## src/rtl/arch_defs_pkg.sv

```systemverilog
// Shared loader architecture constants and the loader state type.
package arch_defs_pkg;

  localparam int DATA_WIDTH = 8;
  localparam int ADDR_WIDTH = 4;
  localparam logic [DATA_WIDTH-1:0] SYNC_BYTE = 8'hA5;

  typedef enum logic [2:0] {
    ST_IDLE = 3'd0,
    ST_LEN  = 3'd1,
    ST_DATA = 3'd2,
    ST_CSUM = 3'd3,
    ST_DONE = 3'd4,
    ST_ERR  = 3'd5
  } loader_state_e;

endpackage

```

## src/rtl/program_loader.sv

```systemverilog
// Streams a framed program image into RAM and holds the CPU in reset until a
// frame with a good checksum has been loaded.
//
// state   | meaning
// --------+------------------------------------------------------------
// IDLE    | waiting for the sync byte, other bytes discarded
// LEN     | next byte is the payload length N
// DATA    | writing payload bytes to RAM, accumulating the checksum
// CSUM    | next byte is compared against the accumulated sum
// DONE    | image good, CPU released; sync byte restarts a load
// ERR     | frame rejected, CPU held; sync byte restarts a load
module program_loader #(
  parameter int DATA_WIDTH = arch_defs_pkg::DATA_WIDTH,
  parameter int ADDR_WIDTH = arch_defs_pkg::ADDR_WIDTH,
  parameter logic [DATA_WIDTH-1:0] SYNC_BYTE = arch_defs_pkg::SYNC_BYTE
) (
  input  logic                  clk,
  input  logic                  reset,
  input  logic                  rx_valid,
  input  logic [DATA_WIDTH-1:0] rx_data,
  output logic                  rx_ready,
  output logic                  ram_we,
  output logic [ADDR_WIDTH-1:0] ram_addr,
  output logic [DATA_WIDTH-1:0] ram_data,
  output logic                  cpu_hold,
  output logic                  load_done,
  output logic                  load_error
);
  import arch_defs_pkg::*;

  localparam int IDX_W    = ADDR_WIDTH + 1;
  localparam int CAPACITY = 2 ** ADDR_WIDTH;

  loader_state_e         state_q, state_d;
  logic [IDX_W-1:0]      len_q, len_d;
  logic [IDX_W-1:0]      idx_q, idx_d;
  logic [DATA_WIDTH-1:0] sum_q, sum_d;
  logic                  ram_we_q, ram_we_d;
  logic [ADDR_WIDTH-1:0] ram_addr_q, ram_addr_d;
  logic [DATA_WIDTH-1:0] ram_data_q, ram_data_d;
  logic                  cpu_hold_q, cpu_hold_d;
  logic                  load_done_q, load_done_d;
  logic                  load_error_q, load_error_d;
  logic                  accept;

  assign rx_ready = 1'b1;
  assign accept   = rx_valid & rx_ready;

  always_comb begin
    state_d      = state_q;
    len_d        = len_q;
    idx_d        = idx_q;
    sum_d        = sum_q;
    ram_we_d     = 1'b0;
    ram_addr_d   = ram_addr_q;
    ram_data_d   = ram_data_q;
    cpu_hold_d   = cpu_hold_q;
    load_done_d  = load_done_q;
    load_error_d = load_error_q;
    if (accept) begin
      unique case (state_q)
        ST_IDLE: begin
          if (rx_data == SYNC_BYTE) state_d = ST_LEN;
        end
        ST_LEN: begin
          // Compare in 32 bits so a full-capacity length never truncates.
          if ((rx_data == '0) || (32'(rx_data) > CAPACITY)) begin
            state_d      = ST_ERR;
            load_error_d = 1'b1;
            cpu_hold_d   = 1'b1;
          end else begin
            len_d   = IDX_W'(rx_data);
            idx_d   = '0;
            sum_d   = '0;
            state_d = ST_DATA;
          end
        end
        ST_DATA: begin
          ram_we_d   = 1'b1;
          ram_addr_d = idx_q[ADDR_WIDTH-1:0];
          ram_data_d = rx_data;
          sum_d      = sum_q + rx_data;
          idx_d      = idx_q + IDX_W'(1);
          if (idx_q + IDX_W'(1) == len_q) state_d = ST_CSUM;
        end
        ST_CSUM: begin
          if (rx_data == sum_q) begin
            state_d     = ST_DONE;
            load_done_d = 1'b1;
            cpu_hold_d  = 1'b0;
          end else begin
            state_d      = ST_ERR;
            load_error_d = 1'b1;
            cpu_hold_d   = 1'b1;
          end
        end
        ST_DONE, ST_ERR: begin
          if (rx_data == SYNC_BYTE) begin
            state_d      = ST_LEN;
            load_done_d  = 1'b0;
            load_error_d = 1'b0;
            cpu_hold_d   = 1'b1;
          end
        end
        default: state_d = ST_IDLE;
      endcase
    end
  end

  always_ff @(posedge clk or negedge reset) begin
    if (!reset) begin
      state_q      <= ST_IDLE;
      len_q        <= '0;
      idx_q        <= '0;
      sum_q        <= '0;
      ram_we_q     <= 1'b0;
      ram_addr_q   <= '0;
      ram_data_q   <= '0;
      cpu_hold_q   <= 1'b1;
      load_done_q  <= 1'b0;
      load_error_q <= 1'b0;
    end else begin
      state_q      <= state_d;
      len_q        <= len_d;
      idx_q        <= idx_d;
      sum_q        <= sum_d;
      ram_we_q     <= ram_we_d;
      ram_addr_q   <= ram_addr_d;
      ram_data_q   <= ram_data_d;
      cpu_hold_q   <= cpu_hold_d;
      load_done_q  <= load_done_d;
      load_error_q <= load_error_d;
    end
  end

  assign ram_we     = ram_we_q;
  assign ram_addr   = ram_addr_q;
  assign ram_data   = ram_data_q;
  assign cpu_hold   = cpu_hold_q;
  assign load_done  = load_done_q;
  assign load_error = load_error_q;

endmodule

```

## config.mk

```make
export PLATFORM = sky130hd
export DESIGN_NAME = program_loader
export DESIGN_NICKNAME = d
export VERILOG_FILES = /design/src/rtl/arch_defs_pkg.sv /design/src/rtl/program_loader.sv
export SDC_FILE = /design/constraint.sdc
export NUM_CORES = 1
export LEC_CHECK = 0
export BUFFER_PORTS_ARGS = -buffer_cell sky130_fd_sc_hd__buf_4
export CELL_PAD_IN_SITES_DETAIL_PLACEMENT = 0
export CELL_PAD_IN_SITES_GLOBAL_PLACEMENT = 1
export CORE_AREA = 5 5 100 65
export DETAILED_ROUTE_END_ITERATION = 10
export DIE_AREA = 0 0 105 70
export GPL_TIMING_DRIVEN = 0
export PLACE_DENSITY = 0.74
export SYNTH_ARGS = -nofsm -noshare
export SYNTH_HDL_FRONTEND = slang
export SYNTH_SLANG_ARGS = --single-unit
```

## constraint.sdc

```tcl
create_clock -name clk -period 2 [get_ports clk]
set_input_delay 0.3 -clock clk [delete_from_list [all_inputs] [get_ports clk]]
set_output_delay 0.3 -clock clk [all_outputs]
set_load 0.005 [all_outputs]
```

Word-level counts from Yosys, hierarchy flattened
Cells that the tools add are included.
{ "classes": {"magnitude_cmp": 1, "add_sub_neg": 2, "eq_ne": 15, "bitwise_logic": 1, "reduce_logical": 15, "mux": 20} }
{ "ops": {"columns": ["op", "count"], "rows": [
  ["$pmux 8 s2", 1],
  ["$ne 2x2->1 const B", 6],
  ["$pmux 3 s4", 1],
  ["$pmux 5 s2", 1],
  ["$mux 1", 9],
  ["$mux 3", 3],
  ["$reduce_and 3->1", 3],
  ["$add 8x8->8", 1],
  ["$eq 8x8->1", 1],
  ["$eq 8x8->1 const B", 1],
  ["$gt 8x5->1 const B", 1],
  ["$logic_not 8->1", 1],
  ["$mux 8", 1],
  ["$reduce_and 4->1", 2],
  ["$eq 3x2->1 const B", 2],
  ["$eq 3x3->1 const B", 2],
  ["$pmux 1 s3", 2],
  ["$add 5x1->5 const B", 1],
  ["$eq 5x5->1", 1],
  ["$mux 5", 1],
  ["$reduce_and 5->1", 1],
  ["$reduce_bool 2->1", 2],
  ["$eq 3x1->1 const B", 1],
  ["$logic_not 3->1", 1],
  ["other kinds (8)", 8]
]} }
{ "totals": {"reg_bits": 37, "in_bits": 11, "wordCells": 64, "output_inout_bits": 17} }

Longest topological paths before layout
Gate-level depths: netlist of run 1.
{ "depth": {"depth_word": 4, "depth_mapped": 7, "ltp_nobuf": 7} }

Least setup slack after synthesis of run 1
OpenSTA, ideal clock, no wires.
{ "synth_timing": {"path_type": "reg-to-reg", "start": "reg state_q[1]", "end": "reg len_q[0]", "slack_ns": -0.032, "required_time_ns": 1.875, "path_stages_with_launch": 6, "n_path_buf": 1, "arrival_time_ns": 1.907, "period_less_slack_ns": 2.032, "setup_ns": 0.125, "cell_sequence": "dfrtp_1 -> or4_1 -> or2_1 -> or3_1 -> buf_6 -> mux2_4"} }
{ "synth_via": {"elab_chain_len": 2} }
{ "synth_lines": {"columns": ["element", "line_no", "text"], "rows": [
  ["start: declaration", "program_loader.sv:34", "loader_state_e state_q, state_d;"],
  ["start signal: assignment", "program_loader.sv:123", "state_q <= state_d;"],
  ["$eq 3x1->1", "program_loader.sv:61", "unique case (state_q)"],
  ["$reduce_and 3->1 (no source line)", null, null],
  ["end signal: assignment", "program_loader.sv:124", "len_q <= len_d;"],
  ["end: declaration", "program_loader.sv:35", "logic [IDX_W-1:0] len_q, len_d;"]
]} }
Every way passes these cells.
A chain may end at the register's enable or synchronous reset.

Final worst setup path of run 1
{ "layout_timing": {"start": "reg state_q[1]", "end": "reg len_q[2]"} }
Same word-level chain as after synthesis.

==> results, run 1 <==
- After synthesis, the share of cell area in mux cells is 0.0461.
- In this run, the number of DRC markers left after iteration 0 of detailed routing was 110.
- The final-layout worst hold slack is 0.254 ns.
- The flow ran to the end, but the final reports show violations.
- The tool flagged a number of max-cap violations equal to 0.
- Across every metal layer, demand over resource in global routing totals 0.148.
- Counting along the longest clock path gives a buffer depth of 2.
- The class of the tightest hold or removal check is in -> reg.
- The weighted congestion reported at the end of routability-driven placement is 0.874.
- The number of clock sinks is 37.
- The endpoint type of the worst setup path is a register.
- Of the synthesized area, sequential elements account for 0.450.
- The critical path is of the reg -> reg type.
- After routing the design area is 2600 µm².
- The overall die height is 70 µm.
- The worst vdd rail ir drop is 0.439 mV.
- Counting flops and latches in the post-synthesis netlist gives 37.
- The count of final setup violators is 8.
- The commonest cells after synthesis are sky130_fd_sc_hd__nand2_1 (54), sky130_fd_sc_hd__dfrtp_1 (36), sky130_fd_sc_hd__nand3_1 (21).
- The area growth from synthesis to final layout is 25.9%.
- The delay of the slowest cell on the worst path is 0.43 ns.
- The detailed router placed 1762 vias in this run.
- The clock slew seen by the registers of the worst setup and hold paths is 0.07 ns.
- The total chip power is 0.00300 W.
- Of the cells placed in the final design, the portion with a size suffix greater than 1 is 0.256.
- The dominant register cell in the synthesized netlist is sky130_fd_sc_hd__dfrtp_1.
- The tightest slew margin relative to the limit is 0.608.
- For this block, the routed nets add up to 5.37 mm of wire.
- The simple-gate share of the synthesized area is 0.241.
- By area the synthesized netlist is led by sky130_fd_sc_hd__dfrtp_1 (44%), sky130_fd_sc_hd__nand2_1 (9.8%), sky130_fd_sc_hd__nand3_1 (5.1%).
- The routed length per placed instance is 16.0 µm.
- The core region area is 5410 µm².
- Setup repair after global routing could not meet its margin everywhere.
- The first global-routing pass estimated 8.83 mm of wire.
- The fraction of registers with async set/reset is 1.00.
- In this run, synthesis inferred 0 flip-flops with an integrated enable.
- The die area is 7350 µm².
- Setup slack on the critical path of the routed design comes to -0.0146 ns.
- CTS placed an instance of sky130_fd_sc_hd__clkbuf_8 at the clock tree root.
- Data on the critical path is required at its endpoint by 2.17 ns.
- The iteration count of the initial detailed-routing pass is 4.
- Yosys instantiated no cell more often than sky130_fd_sc_hd__nand2_1.
- The checks that failed: negative setup slack.
- Together, buffers and inverters on the worst path number 1.
- The cell type with the highest aggregate area in the netlist is sky130_fd_sc_hd__dfrtp_1.
- At the pin with the least slew margin, the transition time is 0.588 ns.
- The type of element launching the critical path is a register.
- The DRC violations left is 0.
- The placement row count is 21.
- For this design the ratio of total power to cell area is 1160 nW/µm².
- The upper clock frequency limit is 496 MHz.
- Of all nets on the critical path, the largest fanout is 6.
- The overall die width is 105 µm.
- The final hold violation count is 0.
- Entering global routing, the biggest net connects 38 pins.
- Global routing finished with a remaining overflow of 0.
- The count of antenna-violating nets left after detailed routing is 0.
- The post-synthesis compound-gate area fraction is 0.114.
- The via count of the first global-routing pass is 1659.
- The netlist area before placement is 2060 µm².
- Clock tree synthesis inserted a total of 5 buffers.
- The H-tree level count is 2.
- The CTS tree is yes.
- Data on the critical path arrives at its endpoint at 2.19 ns.
- The average instance area after synthesis is 9.21 µm².
- The number of antenna violations at the first check in global routing is 0.
- The leakage power is 1.29 nW.
- The max-slew violation count is 0.
- After synthesis, the largest family of logic cells by area is simple AND/OR/NAND/NOR gates.
- The total cell area at the placement stage is 2340 µm².
- The minimum clock period is 2.01 ns.
- The clock skew is 0.00845 ns.
- In this run the tool buffered the top-level ports with 26 buffer cells.
- The total of warnings raised by yosys is 0.
- The cell family contributing the most delay on the critical path is simple AND/OR/NAND/NOR gates.
- The clock reaches the later pin of the worst-skew pair after 0.29 ns.
- Once detailed placement completed, the half-perimeter wirelength came to 3.70 mm.
- The I/O pin total is 28.
- After the last flow step, the layout net total stands at 285.
- Walking the worst path, the cells encountered are or4_4, or2_1, or3_4, buf_8, mux2_4.
- Of the total synthesized cell area, the portion taken by full adders, half adders and majority gates is 0.0583.
- Of the total synthesized cell area, the portion taken by XOR and XNOR cells is 0.0510.
- Counting every instance in the synthesized netlist gives 224.
- The mean number of vias per cell is 5.26.
- Synthesis produced a netlist with a net count of 244.
- The initial standard-cell utilization of the core is 0.381.
- The post-placement worst setup slack is -0.317 ns.
- The area fraction of the dominant cell type after synthesis is 0.437.
- After synthesis, the netlist uses 45 different library cells.
- For this design, the slowest cell found on the critical path is sky130_fd_sc_hd__dfrtp_2.
- The aggregate negative setup slack is -0.0540 ns.
- The portion of the clock cycle consumed by the worst path in the final layout is 1.01.
- The diode insertion count for antenna repair is 0.
## layout make-up
type / count / area (µm²)
Buffer: 9 / 61.3
Clock buffer: 6 / 72.6
Clock inverter: 2 / 10.0
Fill cell: 540 / 2820
Inverter: 7 / 30.0
Multi-Input combinational cell: 171 / 1130
Sequential cell: 37 / 928
Tap cell: 69 / 86.3
Timing Repair Buffer: 34 / 279
## power by group
part           internal (W)  leakage (nW)  total, W  switching, W
sequential          0.00102         0.480   0.00125      0.000230
combinational      0.000653         0.762   0.00124      0.000584
clock              0.000242        0.0450  0.000517      0.000275
## what timing repair did
item / CTS / global route
cloned: 1 / 1
gates resized for setup: 5 / 16
endpoints found under the hold margin: 36 / 0
endpoints found under the setup margin: 32 / 25
pin swaps: 1 / 4
hold buffers: 1 / 0
buffers inserted: 2 / 3
## per-stage QoR
step	util	std cells
6_report	0.480	335
3_3_place_gp	0.433	319
3_5_place_dp	0.433	319
2_1_floorplan	-	224
4_1_cts	0.457	331
5_1_grt	0.480	335
## sequential cells by signal, summed over array words and instances (netlist names)
register / flops
cpu_hold: 1
len_q: 5
ram_data: 8
sum_q: 8
load_error: 1
idx_q: 5
state_q: 3
ram_addr: 4
load_done: 1
ram_we: 1
## cells in the final DEF (no fill, tap or decap), types with 2 or more instances in the layout
cell	count
sky130_fd_sc_hd__a211oi_1	2
sky130_fd_sc_hd__a21o_1	3
sky130_fd_sc_hd__a21oi_1	4
sky130_fd_sc_hd__a21oi_2	2
sky130_fd_sc_hd__a31oi_1	4
sky130_fd_sc_hd__buf_4	32
sky130_fd_sc_hd__buf_8	2
sky130_fd_sc_hd__clkbuf_1	6
sky130_fd_sc_hd__clkbuf_8	5
sky130_fd_sc_hd__clkinv_2	2
sky130_fd_sc_hd__dfrtp_1	35
sky130_fd_sc_hd__ha_1	7
sky130_fd_sc_hd__inv_1	6
sky130_fd_sc_hd__mux2_4	5
sky130_fd_sc_hd__mux2i_1	2
sky130_fd_sc_hd__nand2_1	53
sky130_fd_sc_hd__nand3_1	14
sky130_fd_sc_hd__nand3_2	7
sky130_fd_sc_hd__nor2_1	9
sky130_fd_sc_hd__nor2b_1	2
sky130_fd_sc_hd__nor3_1	2
sky130_fd_sc_hd__nor3b_1	2
sky130_fd_sc_hd__nor4_1	4
sky130_fd_sc_hd__o211ai_1	4
sky130_fd_sc_hd__o21a_1	2
sky130_fd_sc_hd__o21ai_0	8
sky130_fd_sc_hd__or3_1	2
sky130_fd_sc_hd__xnor2_1	5
sky130_fd_sc_hd__xor2_1	7
## logic make-up (layout without fill, tap and decap cells)
family / count (synthesis) / count (layout)
and+or+nand+nor: 106 / 106
DFF: 37 / 37
AOI/OAI and AO/OA: 36 / 36
buffers and inverters: 16 / 58
xor gates and xnor gates: 12 / 12
adders and majority gates: 9 / 9
muxes: 7 / 7
other: 1 / 1
## per-layer routing
layer / share of wire / track usage / wire (µm)
met1: 0.55 / 0.237 / 2940
met2: 0.41 / 0.196 / 2190
met3: 0.039 / 0.0424 / 211
met4: 0.0048 / 0.0213 / 26
met5: 0 / 0 / 0
## worst register-to-register path, stage by stage, from the launching register on
cell	delay (ns)
sky130_fd_sc_hd__dfrtp_2	0.43
sky130_fd_sc_hd__or4_4	0.43
sky130_fd_sc_hd__or2_1	0.24
sky130_fd_sc_hd__or3_4	0.36
sky130_fd_sc_hd__buf_8	0.16
sky130_fd_sc_hd__mux2_4	0.29
## path summary, 6_finish.rpt
kind / from / endpoint / slack, ns / depth (start not counted)
setup reg to reg: state_q[1] / len_q[2] / -0.01 / 5
setup / recovery: state_q[1] / len_q[2] / -0.01 / 5
min in group asynchronous: reset / idx_q[2] / 0.52 / 2
hold / removal: rx_data[5] / ram_data[5] / 0.25 / 3
hold reg to reg: ram_addr[3] / ram_addr[3] / 0.48 / 2
max in group asynchronous: reset / cpu_hold / 1.10 / 2
Note: power is estimated with default switching activity, not from simulation.
==> run 2: changes to the inputs <==
CORE_AREA = 5 5 58 111   (was 5 5 100 65)
DIE_AREA = 0 0 63 116   (was 0 0 105 70)
==> results, run 2 (same netlist as run 1, synthesis figures left out) <==
- The critical path is of the reg -> reg type.
- The number of buffers inserted by port buffering is 26.
- The number of antenna violations at the first check in global routing is 0.
- The global-route wire length before repair is 9.09 mm.
- Across every metal layer, demand over resource in global routing totals 0.163.
- The I/O pin total is 28.
- The maximum fanout along the worst path is 6.
- The checks that failed: negative setup slack.
- The worst hold path belongs to the class in -> reg.
- The sum of overflow across all layers after global routing is 0.
- Of the available clock period, the critical path in the final layout requires 1.02.
- The worst-case hold path end point is ram_data[6].
- The library cells used most frequently in the layout, excluding fill and tap cells, are sky130_fd_sc_hd__nand2_1 (52), sky130_fd_sc_hd__dfrtp_1 (35), sky130_fd_sc_hd__buf_4 (33).
- The leakage power is 1.33 nW.
- Once detailed placement completed, the half-perimeter wirelength came to 4.02 mm.
- The area growth from synthesis to final layout is 29.8%.
- The count of antenna-violating nets left after detailed routing is 0.
- The setup check on the worst reg-to-reg path leaves a slack of -0.03 ns.
- The root buffer selected by CTS is sky130_fd_sc_hd__clkbuf_8.
- The via count of the first global-routing pass is 1825.
- The power per unit of standard cell area is 1250 nW/µm².
- Dividing the detail-routed wire length by the instance count gives 17.4 µm.
- Once routing completed, OpenROAD measured the worst setup slack at -0.0314 ns.
- The post-route cell area is 2680 µm².
- The clock tree buffer depth is 2.
- The count of final setup violators is 9.
- The TritonCTS buffer count is 5.
- The endpoint type of the worst setup path is a register.
- STA puts the critical path data arrival time at 2.22 ns.
- The data required time at the worst endpoint is 2.19 ns.
- The count of nets after finishing is 286.
- Across the run, the number of max-cap violations was 0.
- Subtracting the final worst setup slack from the clock period gives 2.03 ns.
- After detailed routing, the number of vias per cell comes to 5.46.
- The worst register-to-register path begins at state_q[1].
- The most common cell after layout, fill and taps aside is sky130_fd_sc_hd__nand2_1.
- Counting instances, the worst hold path has a depth of 3.
- The clock tree synthesis step divided the H-tree into 2 levels.
- On the final layout, the worst clock skew is 0.00886 ns.
- The worst-margin pin slew is 0.619 ns.
- The depth of the most critical reg-to-reg path is 5.
- The CTS tree is yes.
- The run finished, with violations left.
- Counting the fill cells in the layout gives 550.
- The pre-antenna-repair detailed-routing pass consisted of 5 iterations.
- Setup repair after global routing could not meet its margin everywhere.
- The total cell area at the placement stage is 2330 µm².
- The type of element launching the critical path is a register.
- The weighted congestion reported at the end of routability-driven placement is 0.831.
- The final hold violation count is 0.
- Wires add up to 5.68 mm.
- Row generation in the floorplan step produced 38 rows.
- Measured against its own limit, the worst slew margin works out to 0.587.
- The core region is 5470 µm².
- For this run, design rule violations remaining after detail routing come to 0.
- The later pin in the worst-skew pair is clocked with a latency of 0.31 ns.
- In this run, the number of DRC markers left after iteration 0 of detailed routing was 38.
- The die is 116 µm tall.
- The worst-case IR drop observed on VDD is 0.668 mV.
- The number of clock sinks is 37.
- Measured along the x axis, the die boundary spans 63 µm.
- The upper clock frequency limit is 492 MHz.
- The max-slew violation count is 0.
- The repair_antennas step left the layout with diodes totalling 0.
- In the final layout, the share of cells above drive strength 1 is 0.288.
- Summing over every cut layer, the via total after detailed routing is 1784.
- The endpoint identified for the worst register-to-register timing path is len_q[1].
- The startpoint of the tightest hold check path is rx_data[6].
- The final-layout worst hold slack is 0.240 ns.
- The initial standard-cell utilization of the core is 0.377.
- The floorplan step defined a die boundary enclosing 7310 µm².
- The pin count of the biggest net entering global routing is 38.
- After clock tree synthesis, the clock-pin slew on the worst setup and hold paths is 0.08 ns.
[run 2: cell types whose count changed in the layout (fill, tap and decap cells not counted), sizes merged]
cell      change
bufinv        +2
buf           +1
clkbuf        -1
clkinvlp      -1
[run 2: layout make-up]
| class | instances | area (µm²) | share of cell area |
|---|---|---|---|
| plain buffers | 9 | 61.3 | 0.0229 |
| clock buffers | 5 | 68.8 | 0.0257 |
| inverters | 7 | 26.3 | 0.00982 |
| clock inverters | 3 | 65.1 | 0.0243 |
| repair buffers | 35 | 287 | 0.107 |
| flip-flops and latches | 37 | 928 | 0.347 |
| multi-input cells | 171 | 1160 | 0.435 |
| well taps | 60 | 75.1 | 0.0281 |
[run 2: per-stage QoR]
step / power (W) / instances / utilization / TNS [ns] / setup WS, ns
after floorplan: 0.00200 / 224 / - / 0 / 0.0540
after global placement: 0.00242 / 310 / 0.427 / -6.15 / -0.381
after detailed placement: 0.00244 / 310 / 0.427 / -6.31 / -0.379
after CTS: 0.00328 / 322 / 0.459 / -0.0260 / -0.0142
after global routing: 0.00358 / 327 / 0.489 / -0.673 / -0.0652
final: 0.00336 / 327 / 0.489 / -0.153 / -0.0314
[run 2: report_power, final]
part	switching, W	leakage, nW	total, W	internal (W)
logic	0.000625	0.782	0.00130	0.000676
clock network	0.000304	0.0681	0.000799	0.000496
registers	0.000235	0.480	0.00125	0.00102
total	0.00116	1.33	0.00336	0.00219
[run 2: timing repair]
action	CTS	global route
cloned	0	2
hold buffers	1	0
pin swaps	1	10
gates resized for setup	4	25
hold endpoints to repair	36	0
buffers inserted	3	3
setup endpoints to repair	31	29
[run 2: worst max-delay path by stage]
stage,startpoint,end,depth (start not counted)
after floorplan,rx_data[6],len_q[0],5
after global placement,state_q[1],ram_data[4],6
after detailed placement,state_q[1],ram_data[4],6
after CTS,state_q[1],sum_q[6],7
after global routing,state_q[1],len_q[3],5
final,state_q[1],len_q[1],5
[run 2: per-layer routing]
layer | wire [µm] | share of wire | GRT usage
met4 | 140 | 0.025 | 0.0864
met2 | 3240 | 0.57 | 0.302
met3 | 163 | 0.029 | 0.0330
met5 | 0 | 0 | 0
met1 | 2140 | 0.38 | 0.169
[run 2: worst max-delay path, stage by stage, from the launching register on]
cell and delay (ns):
sky130_fd_sc_hd__dfrtp_2 0.44, sky130_fd_sc_hd__or4_4 0.42, sky130_fd_sc_hd__or2_4 0.24, sky130_fd_sc_hd__or3_4 0.35
sky130_fd_sc_hd__buf_8 0.16, sky130_fd_sc_hd__mux2_4 0.29
==> run 3: changes to the inputs <==
CORE_AREA = 2 2 55 108   (was 5 5 58 111)
DIE_AREA = 0 0 57 110   (was 0 0 63 116)
==> results, run 3 (same netlist as run 1, synthesis figures left out) <==
- The count of final setup violators is 11.
- The flow ran to the end, but the final reports show violations.
- The H-tree level count is 2.
- The worst hold path passes through 3 cells.
- The global routing usage on met1 is 0.191.
- The worst setup path is captured at a register.
- The first routing iteration left 39 violations.
- At the placement stage, the worst setup path has a slack of -0.357 ns.
- The class of the tightest hold or removal check is in -> reg.
- The top cell types in the final layout, fill and taps aside, are sky130_fd_sc_hd__nand2_1 (54), sky130_fd_sc_hd__dfrtp_1 (35), sky130_fd_sc_hd__buf_4 (33).
- The count of antenna-violating nets left after detailed routing is 0.
- The total of max-cap violations is 0.
- The worst-margin pin slew is 0.516 ns.
- The root buffer selected by CTS is sky130_fd_sc_hd__clkbuf_8.
- The core region area is 5420 µm².
- The iteration count of the initial detailed-routing pass is 4.
- The clock skew is 0.00656 ns.
- The via count of the first global-routing pass came to 1806.
- In this run the tightest slew margin relative to its limit is 0.656.
- After detailed routing, the average wire length per cell comes to 16.7 µm.
- For met3 alone, demand over resource in global routing was 0.0222.
- The critical path runs through a total of 5 cells.
- After layout, the minimum clock period comes to 2.03 ns.
- The count of nets after finishing is 285.
- The overall routing resource usage is 0.180.
- The sum of overflow across all layers after global routing is 0.
- Together, buffers and inverters on the worst path number 1.
- The cell family contributing the most delay on the critical path is simple AND/OR/NAND/NOR gates.
- The type of element launching the critical path is a register.
- For the worst-skew pair, the clock arrives at the later sink with an insertion delay of 0.29 ns.
- The final reports fail on negative setup slack.
- Clock tree synthesis inserted a total of 5 buffers.
- In the finished design, the share of the clock period the worst path needs comes to 1.01.
- The clock tree buffer depth is 2.
- The number of cells on the worst reg-to-reg path is 5.
- The weighted congestion reported at the end of routability-driven placement is 0.816.
- TritonCTS built the clock tree.
- The number of clock sinks is 37.
- The layout cell share with drive strength beyond 1 is 0.229.
- The repair_antennas step left the layout with diodes totalling 0.
- The die is 110 µm tall.
- The filler cell count in the final layout is 570.
- Along the worst path, the maximum fanout reaches 5.
- For met2 alone, demand over resource in global routing was 0.340.
- Leaving out fill and tap cells, the most frequent cell in the layout is sky130_fd_sc_hd__nand2_1.
- The final worst-path setup slack is -0.0290 ns.
- The signal on the critical path passes through or4_4, or2_1, or3_4, buf_4, mux2_4.
- The upper clock frequency limit is 493 MHz.
- The final hold violation count is 0.
- The design draws 0.00316 W.
- The aggregate routed wire length is 5.44 mm.
- The worst path arrival time is 2.21 ns.
- The number of antenna violations at the first check in global routing is 0.
- The pin count of the biggest net entering global routing is 38.
- The filler-free cell count of the finished design is 326.
- The total cell area at the placement stage is 2330 µm².
- The layer flagged by global routing as most heavily used is met2.
- In this run the static leakage power is 1.28 nW.
- The clock slew seen by the registers of the worst setup and hold paths is 0.08 ns.
- Summed over all failing endpoints, the final setup total negative slack is -0.153 ns.
- In this run the power density over the cells is 1230 nW/µm².
- The I/O pin total is 28.
- The first global-routing pass estimated 8.62 mm of wire.
- With fillers left out, the area of the finished cells amounts to 2580 µm².
- The max-slew violation count is 0.
- Detailed placement finished with a half-perimeter wire length of 3.85 mm.
- The floorplan step defined a die boundary enclosing 6270 µm².
- The slowest stage of the critical path belongs to the cell sky130_fd_sc_hd__dfrtp_2.
- The placement row count is 38.
- The placed cell count is 310.
- The initial standard-cell utilization of the core is 0.380.
- For the worst setup path, the data required time is 2.18 ns.
- The routed layout has 1798 vias.
- The delay of the slowest cell on the worst path is 0.45 ns.
- The DRC violations left is 0.
- Compared with the post-synthesis result, the final layout area differs by 25.1%.
- The die is 57 µm wide.
- Setup repair after global routing could not meet its margin everywhere.
- The worst vdd rail ir drop is 0.621 mV.
- The critical path is of the reg -> reg type.
- Input and output buffers added on the ports amount to 26.
- The mean number of vias per cell is 5.52.
## run 3: cell types whose count changed in the layout (fill, tap and decap cells not counted), sizes merged
cell,previous run,this run
clkinv,2,0
clkbuf,11,12
buf,37,36
bufinv,2,1
clkinvlp,0,2
## run 3: report_power, final
group	internal, W	total [W]	switching (W)	leakage [nW]
logic	0.000647	0.00124	0.000595	0.742
clock network	0.000406	0.000680	0.000275	0.0574
registers	0.00102	0.00124	0.000221	0.480
## run 3: tightest hold or removal path, cell delays in order
cell and delay [ns]:
sky130_fd_sc_hd__buf_4 0.11, sky130_fd_sc_hd__nand2_1 0.05, sky130_fd_sc_hd__nand2_1 0.05
## run 3: path summary, 6_finish.rpt
| path | start | to | slack [ns] |
|---|---|---|---|
| min reg2reg | ram_addr[0] | ram_addr[0] | 0.48 |
| max in group asynchronous | reset | state_q[1] | 1.13 |
| max reg2reg | state_q[1] | len_q[2] | -0.03 |
| min | rx_data[6] | ram_data[6] | 0.25 |
| max | state_q[1] | len_q[2] | -0.03 |
| min in group asynchronous | reset | load_error | 0.51 |
## run 3: per-stage QoR
step                       util  hold WS [ns]
after global routing      0.476         0.246
final                     0.476         0.250
after floorplan               -       0.00441
after CTS                 0.462         0.236
after detailed placement  0.430         0.303
after global placement    0.430         0.305
## run 3: final cells by class
class                      count  area [µm²]  area share
multi-input combinational    171        1090       0.424
sequential                    37         928       0.360
timing repair buffer          34         275       0.107
clock buffer                   6        82.6      0.0320
tap                           60        75.1      0.0291
buffer                         9        57.6      0.0223
clock inverter                 2        37.5      0.0146
inverter                       7        30.0      0.0116
## run 3: metal layers
| metal | wire length (µm) | share of wire |
|---|---|---|
| met1 | 2100 | 0.39 |
| met2 | 3070 | 0.56 |
| met3 | 123 | 0.023 |
| met4 | 141 | 0.026 |
| met5 | 0 | 0 |
## run 3: what timing repair did
item                                   in CTS  in global routing
pin swaps                                   1                  1
endpoints found under the hold margin      36                  0
setup buffers                               2                  3
gates resized for setup                     6                  5
hold buffers                                1                  0
setup endpoints to repair                  31                 28
cloned                                      1                  1
